$ cat config.mk
export PLATFORM = sky130hd
export DESIGN_NAME = hash_arbiter
export DESIGN_NICKNAME = d
export VERILOG_FILES = /design/src/rtl/hash_arb_pkg.sv /design/src/rtl/rr_arbiter.sv /design/src/rtl/hash_arbiter.sv
export SDC_FILE = /design/constraint.sdc
export NUM_CORES = 1
export LEC_CHECK = 0
export BUFFER_PORTS_ARGS = -buffer_cell sky130_fd_sc_hd__buf_2
export CELL_PAD_IN_SITES_DETAIL_PLACEMENT = 0
export CELL_PAD_IN_SITES_GLOBAL_PLACEMENT = 1
export CORE_MARGIN = 2
export CORE_UTILIZATION = 33
export DETAILED_ROUTE_END_ITERATION = 10
export GPL_TIMING_DRIVEN = 0
export MAX_ROUTING_LAYER = met4
export PLACE_DENSITY = 0.88
export REMOVE_ABC_BUFFERS = 1
export SYNTH_ARGS = -nofsm -noshare
export SYNTH_HDL_FRONTEND = slang
export SYNTH_HIERARCHICAL = 1
export SYNTH_SLANG_ARGS = --single-unit
export TNS_END_PERCENT = 100
$ cat constraint.sdc
create_clock -name clk -period 3.3 [get_ports clk]
set_clock_uncertainty 0.1 [all_clocks]
set_input_delay 0.495 -clock clk [delete_from_list [all_inputs] [get_ports clk]]
set_output_delay 0.495 -clock clk [all_outputs]
set_load 0.1 [all_outputs]
$ cat src/rtl/hash_arb_pkg.sv
// Shared types and defaults for the hash_arbiter block: FSM state encoding,
// core interface widths and the default WAIT watchdog limit.
package hash_arb_pkg;
    localparam int LEN_W_DEF   = 64;
    localparam int DIGEST_W    = 32;
    localparam int TIMEOUT_DEF = 64;

    typedef enum logic [2:0] {
        IDLE,
        EMPTY,
        SEND,
        WAIT,
        DONE
    } state_t;
endpackage

$ cat src/rtl/rr_arbiter.sv
// Combinational round-robin picker: first set request at or after ptr,
// wrapping, returned both as a one-hot vector and as an index.
module rr_arbiter #(
    parameter int NREQ  = 4,
    parameter int IDX_W = 2
) (
    input  logic [NREQ-1:0]  req,
    input  logic [IDX_W-1:0] ptr,
    output logic [NREQ-1:0]  grant,
    output logic [IDX_W-1:0] idx,
    output logic             any
);
    always_comb begin
        int j;
        logic [IDX_W-1:0] jj;
        j     = 0;
        jj    = '0;
        idx   = '0;
        any   = |req;
        // Scan from the farthest offset down so the nearest request wins.
        for (int i = NREQ - 1; i >= 0; i--) begin
            j = int'(ptr) + i;
            if (j >= NREQ) begin
                j = j - NREQ;
            end
            jj = IDX_W'(j);
            if (req[jj]) begin
                idx = jj;
            end
        end
        grant = any ? (NREQ'(1) << idx) : '0;
    end
endmodule

$ cat src/rtl/hash_arbiter.sv
// Round-robin sharing of one hash core between NREQ requesters, one whole
// message per grant. Define HASH_ARB_TIMEOUT_EN to add a WAIT watchdog (req_err).
module hash_arbiter
    import hash_arb_pkg::*;
#(
    parameter int NREQ           = 4,
    parameter int LEN_W          = LEN_W_DEF,
    parameter int TIMEOUT_CYCLES = TIMEOUT_DEF
) (
    input  logic                  clk,
    input  logic                  rst_n,
    input  logic [NREQ-1:0]       req_valid,
    input  logic [NREQ*LEN_W-1:0] req_len,
    input  logic [NREQ*8-1:0]     req_byte,
    input  logic [NREQ-1:0]       req_byte_valid,
    output logic [NREQ-1:0]       req_byte_ready,
    output logic [NREQ-1:0]       req_grant,
    output logic [NREQ-1:0]       req_done,
    output logic [NREQ-1:0]       req_err,
    output logic [DIGEST_W-1:0]   digest,
    output logic                  busy,
    output logic                  hash_M_valid,
    output logic [LEN_W-1:0]      hash_C_in,
    output logic [7:0]            hash_M,
    input  logic                  hash_ready,
    input  logic [DIGEST_W-1:0]   hash_digest
);
    localparam int IDX_W = (NREQ > 1) ? $clog2(NREQ) : 1;
    localparam int TO_W  = $clog2(TIMEOUT_CYCLES + 1);

    logic [7:0]       byte_arr [NREQ];
    logic [LEN_W-1:0] len_arr  [NREQ];

    genvar gi;
    generate
        for (gi = 0; gi < NREQ; gi++) begin : g_unpack
            assign byte_arr[gi] = req_byte[gi*8 +: 8];
            assign len_arr[gi]  = req_len[gi*LEN_W +: LEN_W];
        end
    endgenerate

    state_t                state_reg;
    logic [IDX_W-1:0]      g_reg;
    logic [IDX_W-1:0]      rr_reg;
    logic [NREQ-1:0]       grant_reg;
    logic [NREQ-1:0]       done_reg;
    logic [NREQ-1:0]       err_reg;
    logic [LEN_W-1:0]      cnt_reg;
    logic [LEN_W-1:0]      c_in_reg;
    logic [DIGEST_W-1:0]   digest_reg;
    logic [TO_W-1:0]       wcnt_reg;

    logic [NREQ-1:0]  arb_grant;
    logic [IDX_W-1:0] arb_idx;
    logic             arb_any;
    logic [LEN_W-1:0] sel_len;
    logic             xfer;
    logic             timeout_hit;

    rr_arbiter #(
        .NREQ  (NREQ),
        .IDX_W (IDX_W)
    ) u_rr (
        .req   (req_valid),
        .ptr   (rr_reg),
        .grant (arb_grant),
        .idx   (arb_idx),
        .any   (arb_any)
    );

    assign sel_len = len_arr[arb_idx];
    assign xfer    = (state_reg == SEND) && req_byte_valid[g_reg];

`ifdef HASH_ARB_TIMEOUT_EN
    assign timeout_hit = (wcnt_reg == TO_W'(TIMEOUT_CYCLES - 1));
`else
    assign timeout_hit = 1'b0;
`endif

    always_ff @(posedge clk or negedge rst_n) begin
        if (!rst_n) begin
            state_reg  <= IDLE;
            g_reg      <= '0;
            rr_reg     <= '0;
            grant_reg  <= '0;
            done_reg   <= '0;
            err_reg    <= '0;
            cnt_reg    <= '0;
            c_in_reg   <= '0;
            digest_reg <= '0;
            wcnt_reg   <= '0;
        end else begin
            done_reg <= '0;
            err_reg  <= '0;
            case (state_reg)
                IDLE: begin
                    if (arb_any) begin
                        g_reg     <= arb_idx;
                        grant_reg <= arb_grant;
                        c_in_reg  <= sel_len;
                        cnt_reg   <= sel_len;
                        state_reg <= (sel_len == '0) ? EMPTY : SEND;
                    end
                end
                EMPTY: begin
                    wcnt_reg  <= '0;
                    state_reg <= WAIT;
                end
                SEND: begin
                    if (xfer) begin
                        cnt_reg <= cnt_reg - 1'b1;
                        if (cnt_reg == LEN_W'(1)) begin
                            wcnt_reg  <= '0;
                            state_reg <= WAIT;
                        end
                    end
                end
                WAIT: begin
                    // wcnt_reg == 0 marks the first WAIT cycle, where hash_ready
                    // may still belong to the previous job.
                    if (wcnt_reg != '0 && hash_ready) begin
                        digest_reg <= hash_digest;
                        done_reg   <= grant_reg;
                        state_reg  <= DONE;
                    end else if (timeout_hit) begin
                        err_reg   <= grant_reg;
                        state_reg <= DONE;
                    end else if (wcnt_reg != TO_W'(TIMEOUT_CYCLES)) begin
                        wcnt_reg <= wcnt_reg + 1'b1;
                    end
                end
                DONE: begin
                    grant_reg <= '0;
                    c_in_reg  <= '0;
                    rr_reg    <= (g_reg == IDX_W'(NREQ - 1)) ? '0 : g_reg + 1'b1;
                    state_reg <= IDLE;
                end
                default: state_reg <= IDLE;
            endcase
        end
    end

    assign req_grant      = grant_reg;
    assign req_done       = done_reg;
    assign req_err        = err_reg;
    assign digest         = digest_reg;
    assign busy           = (state_reg != IDLE);
    assign hash_C_in      = c_in_reg;
    assign hash_M_valid   = (state_reg == EMPTY) || xfer;
    assign hash_M         = (state_reg == SEND) ? byte_arr[g_reg] : 8'h00;
    assign req_byte_ready = xfer ? grant_reg : '0;
endmodule

==> impl_metrics.env, run 1 <==
export IMPL_final_antenna_net_count=0
export IMPL_syn_avg_cell_area_um2=10.09
export IMPL_synth_top_area_cell="dfrtp_1"
export IMPL_power_density_nw_per_um2=1239
export IMPL_synth_area_leaders="dfrtp_1 42%, mux4_2 15%, nand2_1 5.7%"
export IMPL_yosysMostFrequentCell="dfrtp_1"
export IMPL_fmax_ghz=0.2747
export IMPL_tightest_slew_ns=1.001
export IMPL_final_cell_area_um2=15050
export IMPL_worstPathRequired_ns=3.53
export IMPL_antenna_found_initial=2
export IMPL_synth_xor_area_share_pct=0
export IMPL_r2r_setup_slack_ns=-0.34
export IMPL_drive_above_1_share_pct=43.83
export IMPL_clk_pin_slew_ns=0.08
export IMPL_cts_htree_levels=4
export IMPL_yosysSeqAreaShare_pct=41.88
export IMPL_root_buffer="clkbuf_16"
export IMPL_start_util_pct=33.51
export IMPL_cp_max_fo=8
export IMPL_cap_violations=0
export IMPL_synthMuxAreaShare_pct=15.68
export IMPL_pin_count=453
export IMPL_endpoint_kind="flip-flop"
export IMPL_cts_sinks=182
export IMPL_die_y_um=185.5
export IMPL_grt_pass1_wl_mm=61.82
export IMPL_port_buffers=448
export IMPL_finalHoldViolCount=13
export IMPL_synth_edf_count=0
export IMPL_synth_cells=1078
export IMPL_peakVddDrop_v=0.0007105
export IMPL_status="finished, violations left"
export IMPL_synth_top_family_by_area="simple AND/OR/NAND/NOR gates"
export IMPL_violations="hold timing, setup timing"
export IMPL_dpl_cell_area_um2=13740
export IMPL_synth_fa_ha_area_share_pct=0.5752
export IMPL_fin_tns_setup_ns=-0.5660
export IMPL_setup_slack_ns=-0.3403
export IMPL_cts_buffer_depth=2
export IMPL_cts_buffers=17
export IMPL_drt_wl_total_mm=41.52
export IMPL_worstSetupStartpointType="flip-flop"
export IMPL_drt_iter0_markers=1082
export IMPL_hpwl_mm=30.54
export IMPL_nNetsFinal=1872
export IMPL_grt_max_degree=96
export IMPL_first_pass_iters=6
export IMPL_synth_top_cell_area_share_pct=41.88
export IMPL_ctsHoldBuffers=0
export IMPL_design_die_area_um2=34420
export IMPL_final_max_slew_viol_count=0
export IMPL_slew_headroom_pct=33.19
export IMPL_hold_path_class="in -> async"
export IMPL_via_count=11080
export IMPL_crit_type="reg -> reg"
export IMPL_grt_pass1_vias=10600
export IMPL_routed_via_density=5.556
export IMPL_rsz0062_at_grt="true"
export IMPL_finalCriticalPeriod_ns=3.640
export IMPL_yosys_warnings=6
export IMPL_area_delta_synth_final_pct=38.35
export IMPL_rows=66
export IMPL_min_period_over_period_pct=110.3
export IMPL_syn_cell_area_um2=10880
export IMPL_yosysUniqueCellTypes=76
export IMPL_yosys_register_bits=182
export IMPL_cp_arrival_ns=3.87
export IMPL_async_flop_share_pct=100.0
export IMPL_wl_per_cell_um=20.82
export IMPL_setup_violations=2
export IMPL_leakage_nw=6.861
export IMPL_synth_compound_gate_area_share_pct=18.61
export IMPL_die_x_um=185.5
export IMPL_coreArea_um2=32450
export IMPL_insertion_delay_ns=0.45
export IMPL_grt_util_all_layers_pct=24.26
export IMPL_synthFlopType="dfrtp_1"
export IMPL_post_route_drc_count=0
export IMPL_grt_overflow_total=0
export IMPL_ys_top_cells_by_count="182 x dfrtp_1, 165 x nand2_1, 90 x nor2_1"
export IMPL_routabilityCongestion=0.8917
export IMPL_cts_tree="built"
export IMPL_hold_worst_slack_ns=-0.01959
export IMPL_synthSimpleGateAreaFrac_pct=19.26
## critical path: stages (launching register included)
cell,delay (ns)
dfrtp_2,0.44
nor2_2,0.06
o21bai_4,0.17
a221oi_4,0.32
buf_6,0.18
buf_12,0.13
buf_12,0.13
mux4_2,0.59
nor4_4,0.42
nand4_1,0.27
nor4_4,0.37
a21boi_1,0.10
a211oi_1,0.24
## through the flow
step / hold WS [ns] / total power [W] / setup WS, ns / util [%] / instances
CTS: 0.01687 / 0.01844 / -0.2973 / 45.64 / 1970
floorplan: 0.09941 / 0.01265 / -5.662 / - / 995
detailed placement: 0.3565 / 0.01574 / -1.447 / 42.34 / 1907
global route: 0.03662 / 0.01960 / -0.4473 / 46.35 / 1992
global placement: 0.3543 / 0.01471 / -11.57 / 41.01 / 1885
finish: -0.01959 / 0.01864 / -0.3403 / 46.36 / 1994
## worst paths after layout
check,cells after the start,endpoint,start
max,12,state_reg[0],rr_reg[1]
min,1,hash_C_in[18],rst_n
max reg2reg,12,state_reg[0],rr_reg[1]
min reg2reg,2,digest[2],digest[2]
max in group asynchronous,2,rr_reg[0],rst_n
min in group clk,3,digest[8],hash_digest[8]
## power by group
group / internal, W / leakage (nW) / switching (W)
registers: 0.00326 / 2.22 / 0.000923
clock network: 0.00116 / 0.294 / 0.00103
logic: 0.00352 / 4.35 / 0.00874
## layout by cell type, fill, tap and decap left out, types with 13 or more instances in the layout
cell type  synthesis  final
a21oi_1           49     49
a22o_1            69     69
and2_1            13     13
buf_2              2    444
buf_4              4     50
clkbuf_16          0     18
dfrtp_1          182    179
inv_1             13     13
mux4_2            73     73
nand2_1          165    163
nand3_1           29     29
nand4_1           14     14
nor2_1            90     86
nor3_1            29     27
nor4_1            32     16
o21ai_0           42     42
o22a_1            20     20
or3_1             16     15
## cell families (layout without fill, tap and decap cells)
kind of cell | after synthesis | count (layout)
flops | 182 | 182
mux | 79 | 79
simple gates | 433 | 434
fa+ha+maj | 5 | 5
compound gates | 277 | 277
buf+inv | 101 | 568
other cells | 1 | 7
## area by class of cell
type | instances | area (um^2)
Clock buffer | 18 | 439.2
Tap cell | 442 | 553.0
Multi-Input combinational cell | 799 | 6181
Timing Repair Buffer | 521 | 3080
Fill cell | 3101 | 17410
Inverter | 15 | 58.81
Clock inverter | 14 | 167.7
Sequential cell | 182 | 4558
Antenna cell | 3 | 7.507
## timing repair
action / CTS / global route
gates cloned: 1 / 2
hold endpoints to repair: 0 / 0
pin swaps: 9 / 12
setup buffers: 31 / 20
gates resized for setup: 45 / 14
setup endpoints to repair: 105 / 74
## layer usage
metal  GRT usage [%]  wire (um)
met1           32.77      17830
met2           37.85      19910
met3           3.346       2789
met4           7.843        990
met5               -          0
Power figures use the tool's default switching activity.
==> run 2, diff against run 1 <==
--- a/config.mk
+++ b/config.mk
@@ -5,7 +5,7 @@
 export SDC_FILE = /design/constraint.sdc
 export NUM_CORES = 1
 export LEC_CHECK = 0
-export BUFFER_PORTS_ARGS = -buffer_cell sky130_fd_sc_hd__buf_2
+export BUFFER_PORTS_ARGS = -buffer_cell sky130_fd_sc_hd__buf_4
 export CELL_PAD_IN_SITES_DETAIL_PLACEMENT = 0
 export CELL_PAD_IN_SITES_GLOBAL_PLACEMENT = 1
 export CORE_MARGIN = 2
==> run 2 against run 1 <==
Effect of this change: the run still ends with hold timing, setup timing left; hold slack lost 0.0041 ns; critical path depth rose by 2; via count shrank 0.34%; global-route usage is 0.68 points higher; final cell count shrank 0.60%; largest power group unchanged.
==> impl_metrics.env, run 2 (synthesized netlist as in run 1, its figures left out) <==
export IMPL_setup_slack_ns=-0.2815
export IMPL_worstPathRequired_ns=3.53
export IMPL_layout_commonest_cell="buf_4"
export IMPL_cp_max_fo=6
export IMPL_endpoint_kind="flip-flop"
export IMPL_drt_iter0_markers=885
export IMPL_grt_util_all_layers_pct=24.94
export IMPL_rr_endpoint="state_reg[0]"
export IMPL_netSwitchingPower_w=0.01070
export IMPL_violations="hold timing, setup timing"
export IMPL_die_y_um=185.5
export IMPL_leakage_nw=7.168
export IMPL_area_delta_synth_final_pct=48.16
export IMPL_drive_above_1_share_pct=43.73
export IMPL_cp_slowest_cell="mux4_2"
export IMPL_post_route_drc_count=0
export IMPL_cap_violations=0
export IMPL_pin_count=453
export IMPL_hold_path_class="in -> async"
export IMPL_clockPowerShare_pct=10.9
export IMPL_final_cell_mix="484 x buf_4, 179 x dfrtp_1, 163 x nand2_1"
export IMPL_routed_via_density=5.571
export IMPL_worstSetupStartpointType="flip-flop"
export IMPL_hpwl_mm=31.53
export IMPL_rsz0062_at_grt="true"
export IMPL_via_count=11040
export IMPL_peakVddDrop_v=0.0006542
export IMPL_fin_tns_setup_ns=-0.4862
export IMPL_final_max_slew_viol_count=0
export IMPL_cts_htree_levels=4
export IMPL_grt_max_degree=95
export IMPL_rr_startpoint="rr_reg[1]"
export IMPL_finalHoldViolCount=15
export IMPL_port_buffers=448
export IMPL_final_antenna_net_count=0
export IMPL_grt_pass1_wl_mm=63.61
export IMPL_cp_top_family="simple AND/OR/NAND/NOR gates"
export IMPL_rows=66
export IMPL_path_cells="nor2_2, o21bai_4, a221oi_4, buf_12, buf_12, buf_12, buf_12, bufbuf_16, mux4_2, nor4_4, nand4_1, nor4_4, a21boi_1, a211oi_1"
export IMPL_cts_buffers=17
export IMPL_grt_pass1_vias=11100
export IMPL_die_x_um=185.5
export IMPL_p_seq_share_pct=22.1
export IMPL_wl_per_cell_um=21.41
export IMPL_swShare_pct=56.12
export IMPL_clk_pin_slew_ns=0.08
export IMPL_drt_wl_total_mm=42.43
export IMPL_routabilityCongestion=0.8992
export IMPL_cp_num_buf_inv=5
export IMPL_coreArea_um2=32450
export IMPL_setup_violations=2
export IMPL_power_frac_comb_pct=67.0
export IMPL_worst_path_most_repeated_cell="buf_12"
export IMPL_ctsHoldBuffers=0
export IMPL_grt_overflow_total=0
export IMPL_antenna_found_initial=1
export IMPL_status="finished, violations left"
export IMPL_first_pass_iters=5
export IMPL_tightest_slew_ns=0.7961
export IMPL_power_density_nw_per_um2=1183
export IMPL_max_stage_delay_ns=0.55
export IMPL_start_util_pct=33.51
export IMPL_cts_sinks=182
export IMPL_insertion_delay_ns=0.44
export IMPL_finalCriticalPeriod_ns=3.582
export IMPL_design_die_area_um2=34420
export IMPL_slew_headroom_pct=46.52
export IMPL_min_period_over_period_pct=108.5
export IMPL_reg2reg_depth=14
export IMPL_root_buffer="clkbuf_16"
export IMPL_fmax_ghz=0.2792
export IMPL_cts_buffer_depth=2
export IMPL_cp_arrival_ns=3.81
export IMPL_hold_worst_slack_ns=-0.02367
export IMPL_r2r_setup_slack_ns=-0.28
export IMPL_crit_type="reg -> reg"
export IMPL_nNetsFinal=1862
export IMPL_cts_tree="built"
export IMPL_p_int_w=0.008364
[run 2: cell types whose count changed in the layout (fill, tap and decap cells not counted), moves of 2 or more]
cell,delta
buf_2,-444
buf_6,-2
buf_4,+434
diode_2,-2
buf_12,+3
inv_6,+2
nor4_1,-2
nor4_4,+2
[run 2: power groups by stage]
stage | logic (W) | registers (W) | clock network, W
floorplan | 0.00449 | 0.00816 | 0
global placement | 0.0111 | 0.00417 | 0
detailed placement | 0.0121 | 0.00422 | 0
CTS | 0.0127 | 0.00419 | 0.00214
global route | 0.0135 | 0.00437 | 0.00222
finish | 0.0128 | 0.00421 | 0.00208
[run 2: layer usage]
metal  track usage (%)  part of all wire, %
met5                 -                    0
met4             7.339                  2.4
met2             39.94                   49
met3             4.304                  6.8
met1             32.60                   42
[run 2: worst max-delay path by stage]
stage                              endpoint  slack (ns)         start  depth (start not counted)
after floorplan           req_byte_ready[0]       -5.66  state_reg[2]                          3
after global placement          cnt_reg[28]      -11.65  state_reg[2]                          6
after detailed placement       state_reg[0]       -1.42     rr_reg[1]                         10
after CTS                      state_reg[0]       -0.29     rr_reg[1]                         14
after global routing           state_reg[0]       -0.43     rr_reg[1]                         14
final                          state_reg[0]       -0.28     rr_reg[1]                         14
[run 2: final cells by class]
class,instances,area [um^2]
Multi-Input combinational cell,798,6216
Sequential cell,182,4558
Tap cell,442,553.0
Fill cell,2991,16340
Clock inverter,14,136.4
Timing Repair Buffer,512,4149
Inverter,15,58.81
Clock buffer,18,439.2
Antenna cell,1,2.502
[run 2: per-stage QoR]
step	power [W]	setup WS [ns]	instances	utilization (%)	instance area, um^2
5_1_grt	0.02004	-0.4321	1982	49.65	16110
3_3_place_gp	0.01522	-11.65	1885	44.46	14430
2_1_floorplan	0.01265	-5.662	995	-	10510
6_report	0.01906	-0.2815	1982	49.65	16110
3_5_place_dp	0.01630	-1.421	1907	45.77	14860
4_1_cts	0.01908	-0.2913	1980	49.43	16040
[run 2: repair_timing]
action / CTS / global route
gates cloned: 1 / 0
buffers inserted: 40 / 1
pin swaps: 13 / 2
resized for setup: 48 / 12
setup endpoints to repair: 97 / 36
